## src/rtl/axi_lite_pkg.sv

```systemverilog
// axi_lite_pkg: shared types and constants for the AXI4-Lite initiator.
// Holds the FSM state encoding, AXI response codes and the default watchdog.
package axi_lite_pkg;

    typedef enum logic [2:0] {
        IDLE,
        WR_AW_W,
        WR_B,
        RD_AR,
        RD_R,
        RESP
    } state_t;

    localparam logic [1:0] RESP_OKAY   = 2'b00;
    localparam logic [1:0] RESP_EXOKAY = 2'b01;
    localparam logic [1:0] RESP_SLVERR = 2'b10;
    localparam logic [1:0] RESP_DECERR = 2'b11;

    localparam int DEFAULT_TIMEOUT_CYCLES = 1024;

endpackage

```

## src/rtl/axi_lite_master.sv

```systemverilog
// axi_lite_master: single-outstanding AXI4-Lite initiator with a
// valid/ready command port, one-cycle response strobe and phase watchdog.
module axi_lite_master
    import axi_lite_pkg::*;
#(
    parameter int C_M_AXI_DATA_WIDTH = 32,
    parameter int C_M_AXI_ADDR_WIDTH = 30,
    parameter int TIMEOUT_CYCLES     = DEFAULT_TIMEOUT_CYCLES
) (
    input  logic                            M_AXI_ACLK,
    input  logic                            M_AXI_ARESET,

    input  logic                            cmd_valid,
    output logic                            cmd_ready,
    input  logic                            cmd_write,
    input  logic [C_M_AXI_ADDR_WIDTH-1:0]   cmd_addr,
    input  logic [C_M_AXI_DATA_WIDTH-1:0]   cmd_wdata,
    input  logic [C_M_AXI_DATA_WIDTH/8-1:0] cmd_wstrb,

    output logic                            rsp_valid,
    output logic                            rsp_write,
    output logic [C_M_AXI_DATA_WIDTH-1:0]   rsp_rdata,
    output logic [1:0]                      rsp_resp,
    output logic                            rsp_timeout,
    output logic                            busy,

    output logic [C_M_AXI_ADDR_WIDTH-1:0]   M_AXI_AWADDR,
    output logic                            M_AXI_AWVALID,
    input  logic                            M_AXI_AWREADY,
    output logic [C_M_AXI_DATA_WIDTH-1:0]   M_AXI_WDATA,
    output logic [C_M_AXI_DATA_WIDTH/8-1:0] M_AXI_WSTRB,
    output logic                            M_AXI_WVALID,
    input  logic                            M_AXI_WREADY,
    input  logic [1:0]                      M_AXI_BRESP,
    input  logic                            M_AXI_BVALID,
    output logic                            M_AXI_BREADY,
    output logic [C_M_AXI_ADDR_WIDTH-1:0]   M_AXI_ARADDR,
    output logic                            M_AXI_ARVALID,
    input  logic                            M_AXI_ARREADY,
    input  logic [C_M_AXI_DATA_WIDTH-1:0]   M_AXI_RDATA,
    input  logic [1:0]                      M_AXI_RRESP,
    input  logic                            M_AXI_RVALID,
    output logic                            M_AXI_RREADY
);

    localparam int DW = C_M_AXI_DATA_WIDTH;
    localparam int SW = C_M_AXI_DATA_WIDTH / 8;
    localparam int AW = C_M_AXI_ADDR_WIDTH;
    localparam int CW = (TIMEOUT_CYCLES > 1) ? $clog2(TIMEOUT_CYCLES) : 1;
    localparam bit TO_EN = (TIMEOUT_CYCLES > 0);
    localparam logic [CW-1:0] CNT_MAX = CW'(TIMEOUT_CYCLES - 1);

    state_t          state_q, state_d;
    logic [CW-1:0]   cnt_q, cnt_d;
    logic [AW-1:0]   addr_q, addr_d;
    logic [DW-1:0]   wdata_q, wdata_d;
    logic [SW-1:0]   wstrb_q, wstrb_d;
    logic            wr_q, wr_d;
    logic            awvalid_q, awvalid_d;
    logic            wvalid_q, wvalid_d;
    logic            bready_q, bready_d;
    logic            arvalid_q, arvalid_d;
    logic            rready_q, rready_d;
    logic            rsp_valid_q, rsp_valid_d;
    logic            rsp_write_q, rsp_write_d;
    logic [DW-1:0]   rsp_rdata_q, rsp_rdata_d;
    logic [1:0]      rsp_resp_q, rsp_resp_d;
    logic            rsp_timeout_q, rsp_timeout_d;
    logic            busy_q, busy_d;
    logic            timeout_hit;
    logic            abort;
    logic            in_phase;

    assign cmd_ready     = (state_q == IDLE) && !M_AXI_ARESET;
    assign busy          = busy_q;
    assign rsp_valid     = rsp_valid_q;
    assign rsp_write     = rsp_write_q;
    assign rsp_rdata     = rsp_rdata_q;
    assign rsp_resp      = rsp_resp_q;
    assign rsp_timeout   = rsp_timeout_q;
    assign M_AXI_AWADDR  = addr_q;
    assign M_AXI_ARADDR  = addr_q;
    assign M_AXI_WDATA   = wdata_q;
    assign M_AXI_WSTRB   = wstrb_q;
    assign M_AXI_AWVALID = awvalid_q;
    assign M_AXI_WVALID  = wvalid_q;
    assign M_AXI_BREADY  = bready_q;
    assign M_AXI_ARVALID = arvalid_q;
    assign M_AXI_RREADY  = rready_q;

    // Next-state, next-output and watchdog logic for the transaction FSM.
    always_comb begin
        state_d       = state_q;
        cnt_d         = '0;
        addr_d        = addr_q;
        wdata_d       = wdata_q;
        wstrb_d       = wstrb_q;
        wr_d          = wr_q;
        awvalid_d     = awvalid_q;
        wvalid_d      = wvalid_q;
        bready_d      = bready_q;
        arvalid_d     = arvalid_q;
        rready_d      = rready_q;
        rsp_write_d   = rsp_write_q;
        rsp_rdata_d   = rsp_rdata_q;
        rsp_resp_d    = rsp_resp_q;
        rsp_timeout_d = rsp_timeout_q;
        abort         = 1'b0;
        timeout_hit   = TO_EN && (cnt_q == CNT_MAX);
        in_phase      = (state_q == WR_AW_W) || (state_q == WR_B) ||
                        (state_q == RD_AR) || (state_q == RD_R);

        unique case (state_q)
            IDLE: begin
                if (cmd_valid && cmd_ready) begin
                    addr_d  = cmd_addr;
                    wdata_d = cmd_wdata;
                    wstrb_d = cmd_wstrb;
                    wr_d    = cmd_write;
                    if (cmd_write) begin
                        state_d   = WR_AW_W;
                        awvalid_d = 1'b1;
                        wvalid_d  = 1'b1;
                    end else begin
                        state_d   = RD_AR;
                        arvalid_d = 1'b1;
                    end
                end
            end
            WR_AW_W: begin
                if (awvalid_q && M_AXI_AWREADY) awvalid_d = 1'b0;
                if (wvalid_q && M_AXI_WREADY) wvalid_d = 1'b0;
                if (!awvalid_d && !wvalid_d) begin
                    state_d  = WR_B;
                    bready_d = 1'b1;
                end else if (timeout_hit) begin
                    abort = 1'b1;
                end
            end
            WR_B: begin
                if (M_AXI_BVALID) begin
                    bready_d      = 1'b0;
                    state_d       = RESP;
                    rsp_write_d   = 1'b1;
                    rsp_rdata_d   = '0;
                    rsp_resp_d    = M_AXI_BRESP;
                    rsp_timeout_d = 1'b0;
                end else if (timeout_hit) begin
                    abort = 1'b1;
                end
            end
            RD_AR: begin
                if (M_AXI_ARREADY) begin
                    arvalid_d = 1'b0;
                    rready_d  = 1'b1;
                    state_d   = RD_R;
                end else if (timeout_hit) begin
                    abort = 1'b1;
                end
            end
            RD_R: begin
                if (M_AXI_RVALID) begin
                    rready_d      = 1'b0;
                    state_d       = RESP;
                    rsp_write_d   = 1'b0;
                    rsp_rdata_d   = M_AXI_RDATA;
                    rsp_resp_d    = M_AXI_RRESP;
                    rsp_timeout_d = 1'b0;
                end else if (timeout_hit) begin
                    abort = 1'b1;
                end
            end
            RESP: begin
                state_d = IDLE;
            end
            default: begin
                state_d = IDLE;
            end
        endcase

        // A stuck slave is abandoned: every handshake line falls together.
        if (abort) begin
            awvalid_d     = 1'b0;
            wvalid_d      = 1'b0;
            bready_d      = 1'b0;
            arvalid_d     = 1'b0;
            rready_d      = 1'b0;
            state_d       = RESP;
            rsp_write_d   = wr_q;
            rsp_rdata_d   = '0;
            rsp_resp_d    = RESP_SLVERR;
            rsp_timeout_d = 1'b1;
        end

        if (state_d == state_q && in_phase) begin
            cnt_d = cnt_q + 1'b1;
        end

        rsp_valid_d = (state_d == RESP);
        busy_d      = (state_d != IDLE);
    end

    // State, latched command and registered outputs.
    always_ff @(posedge M_AXI_ACLK) begin
        if (M_AXI_ARESET) begin
            state_q       <= IDLE;
            cnt_q         <= '0;
            addr_q        <= '0;
            wdata_q       <= '0;
            wstrb_q       <= '0;
            wr_q          <= 1'b0;
            awvalid_q     <= 1'b0;
            wvalid_q      <= 1'b0;
            bready_q      <= 1'b0;
            arvalid_q     <= 1'b0;
            rready_q      <= 1'b0;
            rsp_valid_q   <= 1'b0;
            rsp_write_q   <= 1'b0;
            rsp_rdata_q   <= '0;
            rsp_resp_q    <= '0;
            rsp_timeout_q <= 1'b0;
            busy_q        <= 1'b0;
        end else begin
            state_q       <= state_d;
            cnt_q         <= cnt_d;
            addr_q        <= addr_d;
            wdata_q       <= wdata_d;
            wstrb_q       <= wstrb_d;
            wr_q          <= wr_d;
            awvalid_q     <= awvalid_d;
            wvalid_q      <= wvalid_d;
            bready_q      <= bready_d;
            arvalid_q     <= arvalid_d;
            rready_q      <= rready_d;
            rsp_valid_q   <= rsp_valid_d;
            rsp_write_q   <= rsp_write_d;
            rsp_rdata_q   <= rsp_rdata_d;
            rsp_resp_q    <= rsp_resp_d;
            rsp_timeout_q <= rsp_timeout_d;
            busy_q        <= busy_d;
        end
    end

endmodule

```

## config.mk

```make
export PLATFORM = sky130hd
export DESIGN_NAME = axi_lite_master
export DESIGN_NICKNAME = d
export VERILOG_FILES = /design/src/rtl/axi_lite_pkg.sv /design/src/rtl/axi_lite_master.sv
export SDC_FILE = /design/constraint.sdc
export NUM_CORES = 1
export LEC_CHECK = 0
export CORE_UTILIZATION = 28
export DETAILED_ROUTE_END_ITERATION = 6
export GPL_TIMING_DRIVEN = 0
export PLACE_DENSITY_LB_ADDON = 0.08
export SYNTH_ARGS = -nofsm -noshare
export SYNTH_HDL_FRONTEND = slang
export SYNTH_SLANG_ARGS = --single-unit
```

## constraint.sdc

```tcl
create_clock -name M_AXI_ACLK -period 2.7 [get_ports M_AXI_ACLK]
set_input_delay 0.54 -clock M_AXI_ACLK [delete_from_list [all_inputs] [get_ports M_AXI_ACLK]]
set_output_delay 0.54 -clock M_AXI_ACLK [all_outputs]
set_load 0.05 [all_outputs]
```

==> results of run 1 <==
==> placed cells by master (no fill, tap or decap), types with 4 or more instances in the layout <==
cell type | netlist | final
a211oi_1 | 5 | 5
and2_1 | 33 | 33
nor2_1 | 6 | 6
dfxtp_1 | 123 | 123
nand3_1 | 5 | 5
buf_2 | 9 | 9
clkbuf_1 | 28 | 28
buf_4 | 32 | 32
clkdlybuf4s50_1 | 0 | 248
buf_6 | 5 | 5
clkbuf_16 | 0 | 17
xor2_1 | 4 | 4
nand2_1 | 148 | 148
xnor2_1 | 5 | 5
a21oi_1 | 12 | 12
nand3b_1 | 68 | 68
nor3_1 | 38 | 38
nor4_1 | 7 | 7
mux2i_1 | 34 | 34
==> sequential cells by signal (all words and copies together), names as in the netlist, 2 cells and up <==
| signal | count |
|---|---|
| rsp_resp | 2 |
| cnt_q | 10 |
| M_AXI_WSTRB | 4 |
| state_q | 3 |
| M_AXI_WDATA | 32 |
| rsp_rdata | 32 |
| M_AXI_ARADDR | 30 |
==> power by group through the flow <==
stage | sequential (mW) | combinational (mW) | clock [mW]
after detailed placement | 2.07 | 1.53 | 0
after global placement | 2.07 | 1.53 | 0
after floorplan | 2.46 | 0.550 | 0
after CTS | 2.04 | 1.54 | 2.42
final | 2.03 | 1.52 | 2.37
after global routing | 2.05 | 1.61 | 2.52
==> worst reg2reg max path, delay by kind of cell (launching register included) <==
kind	cells	cell delay, ns
adder cells (fa/ha/maj)	1	0.22
flip-flops	1	0.37
buffers and inverters	1	0.25
AO/OA/AOI/OAI	1	0.74
AND/OR/NAND/NOR	3	0.51
==> routing by layer <==
metal / vias to the layer above / track usage (%) / wire length (microns)
li1: 2527 / - / -
met1: 2317 / 19.60 / 7032
met2: 167 / 29.74 / 8178
met3: 14 / 6.056 / 1280
met4: 0 / 6.651 / 189
met5: - / 0 / 0
==> cells by family (layout without fill, tap and decap cells) <==
logic type	after synthesis	after routing	share of synthesized area [%]
AOI/OAI and AO/OA	31	31	4.350
xor gates and xnor gates	9	9	1.481
adders and majority gates	1	1	0.2351
buffers and inverters	76	357	8.535
DFF	123	123	46.27
muxes	37	37	7.030
other	0	1	0
and+or+nand+nor	323	323	32.09
==> what timing repair did <==
item | in CTS | in global routing
endpoints found under the setup margin | 1 | 0
endpoints found under the hold margin | 0 | 0
hold buffers | 0 | 0
gates resized for setup | 1 | 0
==> through the flow <==
step / std cells / hold WS [ns]
global route: 1116 / 0.4860
floorplan: 600 / 0.4318
detailed placement: 1083 / 0.4499
CTS: 1115 / 0.4610
finish: 1116 / 0.4620
global placement: 1083 / 0.4468
==> worst paths after layout <==
| kind | from | end | slack [ns] |
|---|---|---|---|
| setup / recovery | state_q[2]$_SDFF_PP0_ | cmd_ready | 0.32 |
| hold / removal | rsp_timeout$_SDFFE_PP0P_ | rsp_timeout$_SDFFE_PP0P_ | 0.46 |
| setup reg to reg | cnt_q[0]$_SDFF_PP0_ | M_AXI_RREADY$_SDFFE_PP0P_ | 0.48 |
| hold reg to reg | rsp_timeout$_SDFFE_PP0P_ | rsp_timeout$_SDFFE_PP0P_ | 0.46 |
==> final cells by class <==
class	instances	area share (%)
Timing Repair Buffer	249	28.54
Sequential cell	123	28.22
Multi-Input combinational cell	401	27.56
Clock buffer	19	5.190
Buffer	74	5.118
Tap cell	234	3.355
Clock inverter	13	1.907
Inverter	2	0.08602
Antenna cell	1	0.02867
==> impl_metrics.json, run 1 <==
{
  "synth_top_cell_by_area": "dfxtp_1",
  "netlist_instances": 600,
  "yosysSeqAreaShare_pct": 46.27,
  "setup_viol_count_final": 0,
  "timing.fmax_mhz": 420.8,
  "synth.most_common_cell": "nand2_1",
  "synth_area_leaders": "dfxtp_1 46%, nand2_1 10%, nand3b_1 9.6%, mux2i_1 6.4%, buf_4 4.5%",
  "viasPerCell": 4.503,
  "worst-endpoint-arrival_ns": 1.84,
  "min_period_over_period_pct": 88.02,
  "yosys_warnings": 0,
  "clk_pin_slew_ns": 0.06,
  "syn_to_final_growth_pct": 64.00,
  "p_sw_share_pct": 31.70,
  "regArea_sq_mm": 0.002462,
  "irDropWorstVdd_uv": 440.0,
  "fin_crit_ns": 2.376,
  "synth_cell_types": 42,
  "wl_per_cell_microns": 14.95,
  "setup_tns_ns": 0,
  "pwr-share-clk_pct": 40.0,
  "route.detailed.drc": 0,
  "synth-main-ff-cell": "dfxtp_1",
  "p_seq_share_pct": 34.3,
  "clock_sinks": 123,
  "post-route-util_pct": 46.81,
  "setup_slack_ns": 0.3235,
  "start_util_pct": 28.54,
  "min_path_cells": 2,
  "first_global_vias": 5141,
  "antenna_found_initial": 1,
  "path_cells": "buf_4 > nor4_2 > dlygate4sd2_1",
  "multi_input_area_sq_mm": 0.002405,
  "totalPowerFinal_mw": 5.925,
  "worst_setup_path_start_kind": "flip-flop",
  "firstDrtPassIters": 4,
  "path_buf_inv": 2,
  "layout.nets": 980,
  "die_h_microns": 139.9,
  "async_flop_share_pct": 0,
  "slew_headroom_pct": 51.30,
  "drive_above_1_share_pct": 9.989,
  "ys_seq_elements": 123,
  "die_w_microns": 139.9,
  "rsz0062_at_grt": "no",
  "drt.antenna.violating_nets": 0,
  "dp_hpwl_microns": 12570,
  "globalRouteTotalUtil_pct": 17.31,
  "netlist.area_leader.share_pct": 46.27,
  "path_class": "flip-flop to output port",
  "fin_worst_skew_ns": 0.009109,
  "p_switching_mw": 1.878,
  "worst_pin_slew_ns": 0.7273,
  "cp_max_fo": 10,
  "synth_fp_nets": 712,
  "cap_violations": 0,
  "syn_area_per_cell_sq_um": 8.869,
  "synth-edff-count": 0,
  "cts_inserted_buffers": 17,
  "cp_slowest_stage_delay_ns": 0.59,
  "drt_iter0_drc": 188,
  "fin_area_sq_mm": 0.008727,
  "cts_root_buf": "clkbuf_16",
  "rows": 50,
  "path_depth": 3,
  "placedInstanceArea_sq_mm": 0.008107,
  "clk_path_buf_depth": 2,
  "coreArea_sq_mm": 0.01864,
  "cts_tree": "built",
  "finalHoldViolCount": 0,
  "wirelength_microns": 16680,
  "yosys-top-cells-count": "148 x nand2_1, 123 x dfxtp_1, 68 x nand3b_1",
  "port-buffer-count": 249,
  "dp_slack_ns": 0.01974,
  "grt_pass1_wl_microns": 26770,
  "required_ns": 2.16,
  "h-tree-depth": 4,
  "crit_family": "buffers and inverters",
  "slew_viol_final": 0,
  "intPower_mw": 4.046,
  "route.vias.total": 5025,
  "num-fill-cells": 1806,
  "post_cts_buffers": 0,
  "netlist_area_sq_mm": 0.005321,
  "insertion_delay_ns": 0.41,
  "leakagePower_nw": 3.430,
  "end_kind": "output port",
  "gp_congestion": 0.7467,
  "r2r_cells": 6,
  "overflow": 0,
  "p_comb_share_pct": 25.7,
  "hp-class": "flip-flop to flip-flop",
  "status": "complete, no violations",
  "slowest_stage": "dlygate4sd2_1",
  "grt_max_degree": 17,
  "power_density_mw_per_mm2": 678.9,
  "ios": 251,
  "dieArea_sq_mm": 0.01956
}
Power figures use the tool's default switching activity.
==> inputs of run 2 (changes only) <==
--- a/config.mk
+++ b/config.mk
@@ -9,6 +9,7 @@
 export DETAILED_ROUTE_END_ITERATION = 6
 export GPL_TIMING_DRIVEN = 0
 export PLACE_DENSITY_LB_ADDON = 0.08
+export SKIP_CTS_REPAIR_TIMING = 1
 export SYNTH_ARGS = -nofsm -noshare
 export SYNTH_HDL_FRONTEND = slang
 export SYNTH_SLANG_ARGS = --single-unit
==> constraint.sdc (replaced) <==
create_clock -name M_AXI_ACLK -period 2.7 [get_ports M_AXI_ACLK]
set_input_delay 0.675 -clock M_AXI_ACLK [delete_from_list [all_inputs] [get_ports M_AXI_ACLK]]
set_output_delay 0.675 -clock M_AXI_ACLK [all_outputs]
set_load 0.05 [all_outputs]
==> run 2 against run 1 <==
Clock power rose by 5%. Flip-flop and latch count did not move. Routed wire length fell by 0.42%. Fmax fell by 4.4%. First-iteration DRC count rose by 6.9%. Critical path depth rose by 3.
==> impl_metrics.json, run 2 (synthesis results as in run 1) <==
{
  "crit_start": "M_AXI_WREADY",
  "final_common_cell": "clkdlybuf4s50_1",
  "dieArea_sq_mm": 0.01956,
  "viasPerCell": 4.467,
  "post-route-util_pct": 47.02,
  "worst_pin_slew_ns": 0.8614,
  "required_ns": 2.96,
  "layout.cells.non_filler": 1114,
  "drive_above_1_share_pct": 9.886,
  "ios": 251,
  "first_global_vias": 5143,
  "wl_per_cell_microns": 14.91,
  "endpoint": "M_AXI_RREADY$_SDFFE_PP0P_",
  "grt_pass1_wl_microns": 26150,
  "leakagePower_nw": 3.452,
  "insertion_delay_ns": 0.41,
  "irDropWorstVdd_uv": 453.2,
  "timing.fmax_mhz": 402.1,
  "slew_headroom_pct": 42.57,
  "route.vias.total": 4976,
  "totalPowerFinal_mw": 6.054,
  "die_w_microns": 139.9,
  "r2r_cells": 6,
  "num-fill-cells": 1818,
  "cts_tree": "built",
  "finalHoldViolCount": 0,
  "min_period_over_period_pct": 92.11,
  "final_cell_mix": "248 x clkdlybuf4s50_1, 148 x nand2_1, 123 x dfxtp_1",
  "worst-endpoint-arrival_ns": 2.75,
  "met1_length_microns": 7222,
  "rows": 50,
  "antenna_found_initial": 0,
  "die_h_microns": 139.9,
  "layout.nets": 980,
  "r2r-start": "cnt_q[0]$_SDFF_PP0_",
  "overflow": 0,
  "end_kind": "flip-flop",
  "antenna-diode-count": 0,
  "hp-class": "flip-flop to flip-flop",
  "reg2reg_slack_ns": 0.36,
  "placed_cells": 1083,
  "globalRouteTotalUtil_pct": 17.09,
  "r2r_end": "M_AXI_RREADY$_SDFFE_PP0P_",
  "multi_input_area_sq_mm": 0.002414,
  "worst_setup_path_start_kind": "input port",
  "grt_max_degree": 17,
  "cap_violations": 0,
  "firstDrtPassIters": 4,
  "wl_met3_microns": 1321,
  "power_density_mw_per_mm2": 690.7,
  "hold_ws_ns": 0.4627,
  "min_path_cells": 2,
  "path_class": "input port to flip-flop",
  "wirelength_microns": 16610,
  "cp_max_fo": 10,
  "top_layer_used": "met4",
  "h-tree-depth": 4,
  "cts_root_buf": "clkbuf_16",
  "clk_pin_slew_ns": 0.06,
  "slew_viol_final": 0,
  "regArea_sq_mm": 0.002462,
  "port-buffer-count": 249,
  "clk_path_buf_depth": 2,
  "fin_worst_skew_ns": 0.01376,
  "drt_iter0_drc": 201,
  "start_util_pct": 28.54,
  "clock_sinks": 123,
  "dp_hpwl_microns": 12260,
  "route.detailed.drc": 0,
  "met2WireLength_microns": 7976,
  "status": "complete, no violations",
  "gp_congestion": 0.7545,
  "setup_viol_count_final": 0,
  "cts_inserted_buffers": 17,
  "rsz0062_at_grt": "no",
  "syn_to_final_growth_pct": 64.73,
  "coreArea_sq_mm": 0.01864,
  "drt.antenna.violating_nets": 0,
  "fin_crit_ns": 2.487
}
-- run 2: routing by layer --
metal,GRT usage (%),vias up
met4,5.726,0
li1,-,2524
met3,6.263,6
met5,0,-
met1,20.07,2278
met2,28.63,168
-- run 2: worst max-delay path: stages --
cell and delay (ns):
clkdlybuf4s50_1 0.43, nor2b_1 0.30, o311ai_2 0.23, a2111oi_4 0.82, buf_6 0.24, nor4_1 0.06
-- run 2: cell type report --
class	instances	area share, %
clock buffers	19	5.167
clock inverters	12	2.227
repair buffers	249	28.46
plain buffers	74	5.096
flip-flops and latches	123	28.09
inverters	2	0.08564
well taps	234	3.340
multi-input cells	401	27.53
-- run 2: worst min path at each step --
| stage | startpoint | endpoint | slack, ns |
|---|---|---|---|
| finish | wr_q$_SDFFE_PP0P_ | wr_q$_SDFFE_PP0P_ | 0.46 |
| global route | wr_q$_SDFFE_PP0P_ | wr_q$_SDFFE_PP0P_ | 0.49 |
| CTS | wr_q$_SDFFE_PP0P_ | wr_q$_SDFFE_PP0P_ | 0.47 |
| detailed placement | rsp_timeout$_SDFFE_PP0P_ | rsp_timeout$_SDFFE_PP0P_ | 0.46 |
| global placement | wr_q$_SDFFE_PP0P_ | wr_q$_SDFFE_PP0P_ | 0.45 |
| floorplan | wr_q$_SDFFE_PP0P_ | wr_q$_SDFFE_PP0P_ | 0.43 |
-- run 2: through the flow --
| step | setup WS (ns) | cell area, sq um | TNS [ns] |
|---|---|---|---|
| 2_1_floorplan | 0.3465 | 5330 | 0 |
| 3_3_place_gp | -0.1715 | 8115 | -6.040 |
| 3_5_place_dp | -0.2924 | 8115 | -11.63 |
| 4_1_cts | -0.1489 | 8763 | -0.1489 |
| 5_1_grt | 0.06981 | 8766 | 0 |
| 6_report | 0.2131 | 8766 | 0 |
-- run 2: where the power goes --
group | internal (mW) | total (mW) | switching (mW)
combinational | 0.601 | 1.53 | 0.928
sequential | 1.94 | 2.03 | 0.0892
clock | 1.68 | 2.49 | 0.818
total | 4.22 | 6.05 | 1.84
